$ cat src/rtl/nibble_add_sequencer.sv
// nibble_add_sequencer: adds two W-bit operands (W = 4*NIBBLES) by passing
// one nibble per cycle through a single NOR-gate 4-bit adder. Two requesters
// share the adder through a fair arbiter. The result is held until taken.
//
// Handshake (valid/ready, both sides):
//   A transfer happens on a rising clock edge where valid and ready are both
//   high. valid, once raised, stays high with stable payload until the
//   transfer. ready may depend combinationally on valid, but valid never
//   depends on ready.

// One-bit full adder built only from NOR functions.
module nor_full_adder (
    input  logic a,
    input  logic b,
    input  logic ci,
    output logic s,
    output logic co
);
    logic n_ab;
    logic n_a;
    logic n_b;
    logic xn_ab;
    logic n_xc;
    logic n_x;
    logic n_c;
    logic n_ac;
    logic n_bc;

    // xnor(a, b) from four NORs
    assign n_ab  = ~(a | b);
    assign n_a   = ~(a | n_ab);
    assign n_b   = ~(b | n_ab);
    assign xn_ab = ~(n_a | n_b);

    // s = xnor(xnor(a, b), ci) = a ^ b ^ ci
    assign n_xc  = ~(xn_ab | ci);
    assign n_x   = ~(xn_ab | n_xc);
    assign n_c   = ~(ci | n_xc);
    assign s     = ~(n_x | n_c);

    // co = majority(a, b, ci) = (a|b)&(a|ci)&(b|ci)
    assign n_ac  = ~(a | ci);
    assign n_bc  = ~(b | ci);
    assign co    = ~(n_ab | n_ac | n_bc);
endmodule

// Four-bit ripple adder from NOR full adders.
module four_bit_adder_nor (
    input  logic [3:0] a,
    input  logic [3:0] b,
    input  logic       cin,
    output logic [3:0] sum,
    output logic       cout
);
    logic c1;
    logic c2;
    logic c3;

    nor_full_adder u_fa0 (.a(a[0]), .b(b[0]), .ci(cin), .s(sum[0]), .co(c1));
    nor_full_adder u_fa1 (.a(a[1]), .b(b[1]), .ci(c1),  .s(sum[1]), .co(c2));
    nor_full_adder u_fa2 (.a(a[2]), .b(b[2]), .ci(c2),  .s(sum[2]), .co(c3));
    nor_full_adder u_fa3 (.a(a[3]), .b(b[3]), .ci(c3),  .s(sum[3]), .co(cout));
endmodule

module nibble_add_sequencer #(
    parameter int NIBBLES = 4
) (
    input  logic                   clk,
    input  logic                   rst,
    input  logic                   req0_valid,
    output logic                   req0_ready,
    input  logic [4*NIBBLES-1:0]   req0_a,
    input  logic [4*NIBBLES-1:0]   req0_b,
    input  logic                   req0_cin,
    input  logic                   req1_valid,
    output logic                   req1_ready,
    input  logic [4*NIBBLES-1:0]   req1_a,
    input  logic [4*NIBBLES-1:0]   req1_b,
    input  logic                   req1_cin,
    output logic                   res_valid,
    input  logic                   res_ready,
    output logic [4*NIBBLES-1:0]   res_sum,
    output logic                   res_cout,
    output logic                   res_id,
    output logic                   busy,
    output logic [1:0]             dbg_state
);
    localparam int W  = 4 * NIBBLES;
    localparam int KW = $clog2(NIBBLES);

    typedef enum logic [1:0] {
        ST_IDLE = 2'd0,
        ST_RUN  = 2'd1,
        ST_DONE = 2'd2
    } state_t;

    state_t          state_q;
    logic [W-1:0]    a_q;
    logic [W-1:0]    b_q;
    logic            carry_q;
    logic [KW-1:0]   k_q;
    logic [KW-1:0]   k_d;
    logic [W-1:0]    res_sum_q;
    logic            res_cout_q;
    logic            res_id_q;
    logic            res_valid_q;
    logic            busy_q;
    logic            last_served_q;

    logic            grant0;
    logic            grant1;
    logic            accept;
    logic [W-1:0]    cap_a_d;
    logic [W-1:0]    cap_b_d;
    logic            cap_cin_d;
    logic [KW+1:0]   nib_base;
    logic [3:0]      nib_a;
    logic [3:0]      nib_b;
    logic [3:0]      nib_sum;
    logic            nib_cout;
    logic            last_pass;

    // Arbiter: a lone valid requester wins; a tie goes to the one not served last.
    always_comb begin
        grant0 = 1'b0;
        grant1 = 1'b0;
        if (!rst && state_q == ST_IDLE) begin
            if (req0_valid && req1_valid) begin
                grant0 = last_served_q;
                grant1 = ~last_served_q;
            end else begin
                grant0 = req0_valid;
                grant1 = req1_valid;
            end
        end
    end

    assign req0_ready = grant0;
    assign req1_ready = grant1;
    assign accept     = grant0 | grant1;

    // Operand selection for the capture on accept
    assign cap_a_d   = grant1 ? req1_a   : req0_a;
    assign cap_b_d   = grant1 ? req1_b   : req0_b;
    assign cap_cin_d = grant1 ? req1_cin : req0_cin;

    // Current nibble slice fed to the shared adder
    assign nib_base  = {k_q, 2'b00};
    assign nib_a     = a_q[nib_base +: 4];
    assign nib_b     = b_q[nib_base +: 4];
    assign k_d       = k_q + KW'(1);
    assign last_pass = (k_q == KW'(NIBBLES - 1));

    four_bit_adder_nor u_adder (
        .a    (nib_a),
        .b    (nib_b),
        .cin  (carry_q),
        .sum  (nib_sum),
        .cout (nib_cout)
    );

    // Sequencer FSM: capture on accept, one nibble per RUN cycle, hold result in DONE.
    always_ff @(posedge clk or posedge rst) begin
        if (rst) begin
            state_q       <= ST_IDLE;
            a_q           <= '0;
            b_q           <= '0;
            carry_q       <= 1'b0;
            k_q           <= '0;
            res_sum_q     <= '0;
            res_cout_q    <= 1'b0;
            res_id_q      <= 1'b0;
            res_valid_q   <= 1'b0;
            busy_q        <= 1'b0;
            last_served_q <= 1'b1;
        end else begin
            case (state_q)
                ST_IDLE: begin
                    if (accept) begin
                        a_q           <= cap_a_d;
                        b_q           <= cap_b_d;
                        carry_q       <= cap_cin_d;
                        res_id_q      <= grant1;
                        last_served_q <= grant1;
                        k_q           <= '0;
                        // Cleared so partially built sums never show old nibbles
                        res_sum_q     <= '0;
                        res_cout_q    <= 1'b0;
                        busy_q        <= 1'b1;
                        state_q       <= ST_RUN;
                    end
                end
                ST_RUN: begin
                    res_sum_q[nib_base +: 4] <= nib_sum;
                    carry_q                  <= nib_cout;
                    if (last_pass) begin
                        k_q         <= '0;
                        res_cout_q  <= nib_cout;
                        res_valid_q <= 1'b1;
                        state_q     <= ST_DONE;
                    end else begin
                        k_q <= k_d;
                    end
                end
                ST_DONE: begin
                    if (res_ready) begin
                        res_valid_q <= 1'b0;
                        busy_q      <= 1'b0;
                        state_q     <= ST_IDLE;
                    end
                end
                default: begin
                    res_valid_q <= 1'b0;
                    busy_q      <= 1'b0;
                    state_q     <= ST_IDLE;
                end
            endcase
        end
    end

    assign res_valid = res_valid_q;
    assign res_sum   = res_sum_q;
    assign res_cout  = res_cout_q;
    assign res_id    = res_id_q;
    assign busy      = busy_q;
    assign dbg_state = state_q;
endmodule
$ cat config.mk
export PLATFORM = sky130hd
export DESIGN_NAME = nibble_add_sequencer
export DESIGN_NICKNAME = d
export VERILOG_FILES = /design/src/rtl/nibble_add_sequencer.sv
export SDC_FILE = /design/constraint.sdc
export NUM_CORES = 1
export LEC_CHECK = 0
export BUFFER_PORTS_ARGS = -buffer_cell sky130_fd_sc_hd__buf_2
export CAP_MARGIN = 15
export CORE_UTILIZATION = 55
export CTS_CLUSTER_SIZE = 14
export DETAILED_ROUTE_END_ITERATION = 16
export GPL_ROUTABILITY_DRIVEN = 0
export PLACE_DENSITY = 0.86
export SLEW_MARGIN = 40
export SYNTH_ARGS = -nofsm -noshare
export SYNTH_HDL_FRONTEND = slang
export SYNTH_HIERARCHICAL = 1
export SYNTH_SLANG_ARGS = --single-unit
$ cat constraint.sdc
create_clock -name clk -period 10.1 [get_ports clk]
set_input_delay 0.505 -clock clk [delete_from_list [all_inputs] [get_ports clk]]
set_output_delay 0.505 -clock clk [all_outputs]
set_load 0.01 [all_outputs]
==> run summary <==
The overall overflow remaining after global route came out at 0. The multiplexer share of the synthesized area is 0.1700. The endpoint identified for the worst register-to-register timing path is res_sum[7]. The area share of the leading cell type in the synthesized netlist came out at 0.4845. The number of setup buffers added after CTS is 0.

In the final layout, the share of cells above drive strength 1 is 0.3662. The number of cell instances on the worst register-to-register path came out at 6. For the finished layout, the period the worst path requires is 3.316 ns. The first-pass GRT wire length came out at 9646 microns. The cell at the root of the clock tree is clkbuf_8. Of all nets on the critical path, the largest fanout is 16.

The area occupied by registers came out at 0.001454 sq mm. The setup TNS is 0 ns. The share of the Yosys chip area taken by registers is 0.4934. The clock transition time at the flip-flop clock pins of the worst setup and hold paths is 0.06 ns.

The number of antenna violations at the first check in global routing came to 0. The worst voltage drop across the vdd grid is 0.1561 mV. The number of buffers inserted during clock tree synthesis came out at 9. The maximum number of pins on one net before global-route repair came out at 70. Counting every net in the synthesized netlist gives 339. By area, the combinational part of the netlist is dominated by multiplexers. The initial core utilization is 0.5728. The number of failing hold endpoints at the final stage was 0. The tool flagged a number of max-cap violations equal to 0.

The final instance count without filler cells is 425. The run finished with clean final reports. The fraction of the mapped netlist area in adder cells came out at 0.05270. The number of nets still failing antenna checks after routing is 0. The transition at the pin with the smallest max-transition slack came out at 0.5606 ns. The area share of xor/xnor cells in the synthesized design came out at 0.

The core area came out at 0.005140 sq mm. The placed instances occupy a cell area of 0.003460 sq mm. OpenSTA, run right after detailed placement, puts the worst setup slack at 6.524 ns. By instance count, the cell type seen most on the critical path is fa_1. The critical path data arrival time is 3.54 ns. The count of final max-slew check failures is 0.

The estimated wirelength of the detail-placed design is 4542 microns. The standard-cell row count is 26. The analysis attributes to cell leakage a power of 1.867 nW. Clock skew on the completed layout was measured at 0.01181 ns. The total wire length after detailed routing came out at 6154 microns. The simple-gate portion of the synthesized area came out at 0.1041. The worst setup path category is register to register. Together, buffers and inverters on the worst path number 0. In this run the worst hold path is classified as input pin to async pin. In this run the critical register-to-register path is launched from k_q[0]. The number of buffers on the longest clock path came out at 2. Once routing completed, OpenROAD measured the worst setup slack at 6.784 ns. The count of placed standard cells including taps is 410. The remaining max-slew budget at the tightest pin came out at 0.6262. For met3 alone, demand over resource in global routing was 0.07229. The die width is 75.17 microns. The library cell used most frequently in the layout, excluding fill and tap cells, is buf_2.

The met2 demand-to-capacity share in global routing is 0.3864. The final cell utilization of the core came out at 0.7093. The initial detailed-routing violation count came out at 140. After routing the design area is 0.003646 sq mm. In the final routed layout, each cell accounts on average for 14.48 microns. The family with the most delay on the worst path is adder cells. The number of warnings reported in the yosys synthesis log is 6.

The power density over the cells is 306.0 mW/mm^2. The synthesized-area fraction occupied by ao, oa, aoi and oai cells is 0.1436. The number of different library cells used by synthesis comes to 34.

The setup check on the worst reg-to-reg path leaves a slack of 6.78 ns. The post-cts sizing count came out at 0. The mean area per synthesized cell came out at 11.41 sq um. In this run the most used layer during global routing was met2.

The area growth from synthesis to layout is 23.84%. The number of primary I/O pins came out at 95. At the worst endpoint, the required time is 10.32 ns. By area the synthesized netlist is led by dfrtp_1, mux2i_1, mux4_2. The total inserted antenna cells came out at 0. In the final design database the tool counted 432 nets.

Using the TritonRoute via totals, the vias-per-cell ratio works out to 5.398. The cell type of the slowest stage on the worst timing path is dfrtp_2. STA classifies the critical path endpoint as a register. In this run the vertical extent of the chip is 75.17 microns.

The later pin in the worst-skew pair is clocked with a latency of 0.35 ns. The biggest area contributor in the post-synthesis netlist is dfrtp_1. The pre-antenna-repair detailed-routing pass consisted of 4 iterations. In this design, the stage delay of the slowest critical-path cell is 0.63 ns.

The remaining design rule violation count is 0. The global-route met1 utilization came out at 0.3013. The total routing usage reported by global routing came out at 0.2445.

The hold-fix buffer count after cts is 0. The total number of H-tree levels came out at 3. TritonCTS built the clock tree. For this design, the sink count on the clock tree is 58.

The critical path goes through mux4_2, fa_1, fa_1, fa_1, fa_1, a22o_1. Setup repair after global routing left no endpoint under its margin. The synthesized cell area is 0.002944 sq mm. The period utilization is 0.3283. The quantity of I/O buffers inserted on ports came out at 94. The startpoint kind of the worst setup timing path is a register. The die covers 0.005650 sq mm. Counting the fill cells in the layout gives 386. The top cell types in the final layout, fill and taps aside, are buf_2, dfrtp_1, nand2_1, mux2i_1, o21ai_0. The post-route worst hold slack is 0.1657 ns. Based on the critical path, the design can be clocked at up to 301.6 MHz. The number of setup violations in the final report came out at 0. The total power draw is 1.116 mW.

The combined area of the multi-input logic cells came out at 0.001404 sq mm. The total number of vias is 2,294. The number of global-route vias before repair came out at 2,095. The flop and latch count out of synthesis is 58. Synthesis produced 258 cells.
final cells by class:
cell class / instances / share of cell area
Inverter: 6 / 0.006177
Sequential cell: 58 / 0.3988
Timing Repair Buffer: 97 / 0.1352
Multi-Input combinational cell: 179 / 0.3850
Clock buffer: 12 / 0.03981
Clock inverter: 3 / 0.01098
Tap cell: 70 / 0.02402
power breakdown:
part	leakage (nW)	internal, mW	switching, mW
registers	0.738	0.334	0.0870
logic	1.03	0.225	0.265
clock network	0.0962	0.118	0.0866
how the worst max path moves through the flow:
stage / cells after the start / start / endpoint
2_1_floorplan: 7 / k_q[0] / res_sum[11]
3_3_place_gp: 6 / k_q[0] / res_sum[15]
3_5_place_dp: 6 / k_q[0] / res_sum[7]
4_1_cts: 6 / k_q[0] / res_sum[7]
5_1_grt: 6 / k_q[0] / res_sum[7]
6_report: 6 / k_q[0] / res_sum[7]
metal layers:
layer	vias to the layer above	routed length, microns
li1	1108	-
met1	1076	2568
met2	89	3039
met3	21	352
met4	0	193
met5	-	0
kinds of logic after synthesis:
logic type	after synthesis
compound gates	65
mux	40
simple gates	64
fa+ha+maj	10
flops	58
buf+inv	21
flip-flops by register name, indices dropped and copies added, names as in the netlist:
name / count
dbg_state: 2
carry_q: 1
b_q: 16
res_sum: 16
res_id: 1
res_valid: 1
last_served_q: 1
a_q: 16
k_q: 2
res_cout: 1
busy: 1
cell usage after synthesis:
library cell	n
nand2_2	1
dfrtp_1	57
o21ai_2	1
o31ai_1	3
nor3_4	1
dfstp_2	1
and2_1	1
mux2i_1	32
nor3_2	1
nor2b_1	3
o221ai_1	1
ha_1	6
a21boi_1	1
nand3_1	4
o21ai_0	28
nand2_1	45
fa_1	4
a21o_1	5
o32ai_1	1
inv_2	1
clkbuf_1	6
a21oi_1	1
or3_1	1
nor4_2	1
mux4_2	8
a22o_1	17
or3_4	1
buf_2	4
nor4b_2	1
inv_1	5
nor2_1	4
buf_4	4
o21ai_1	7
buf_6	1
(Power assumes the default switching activity.)
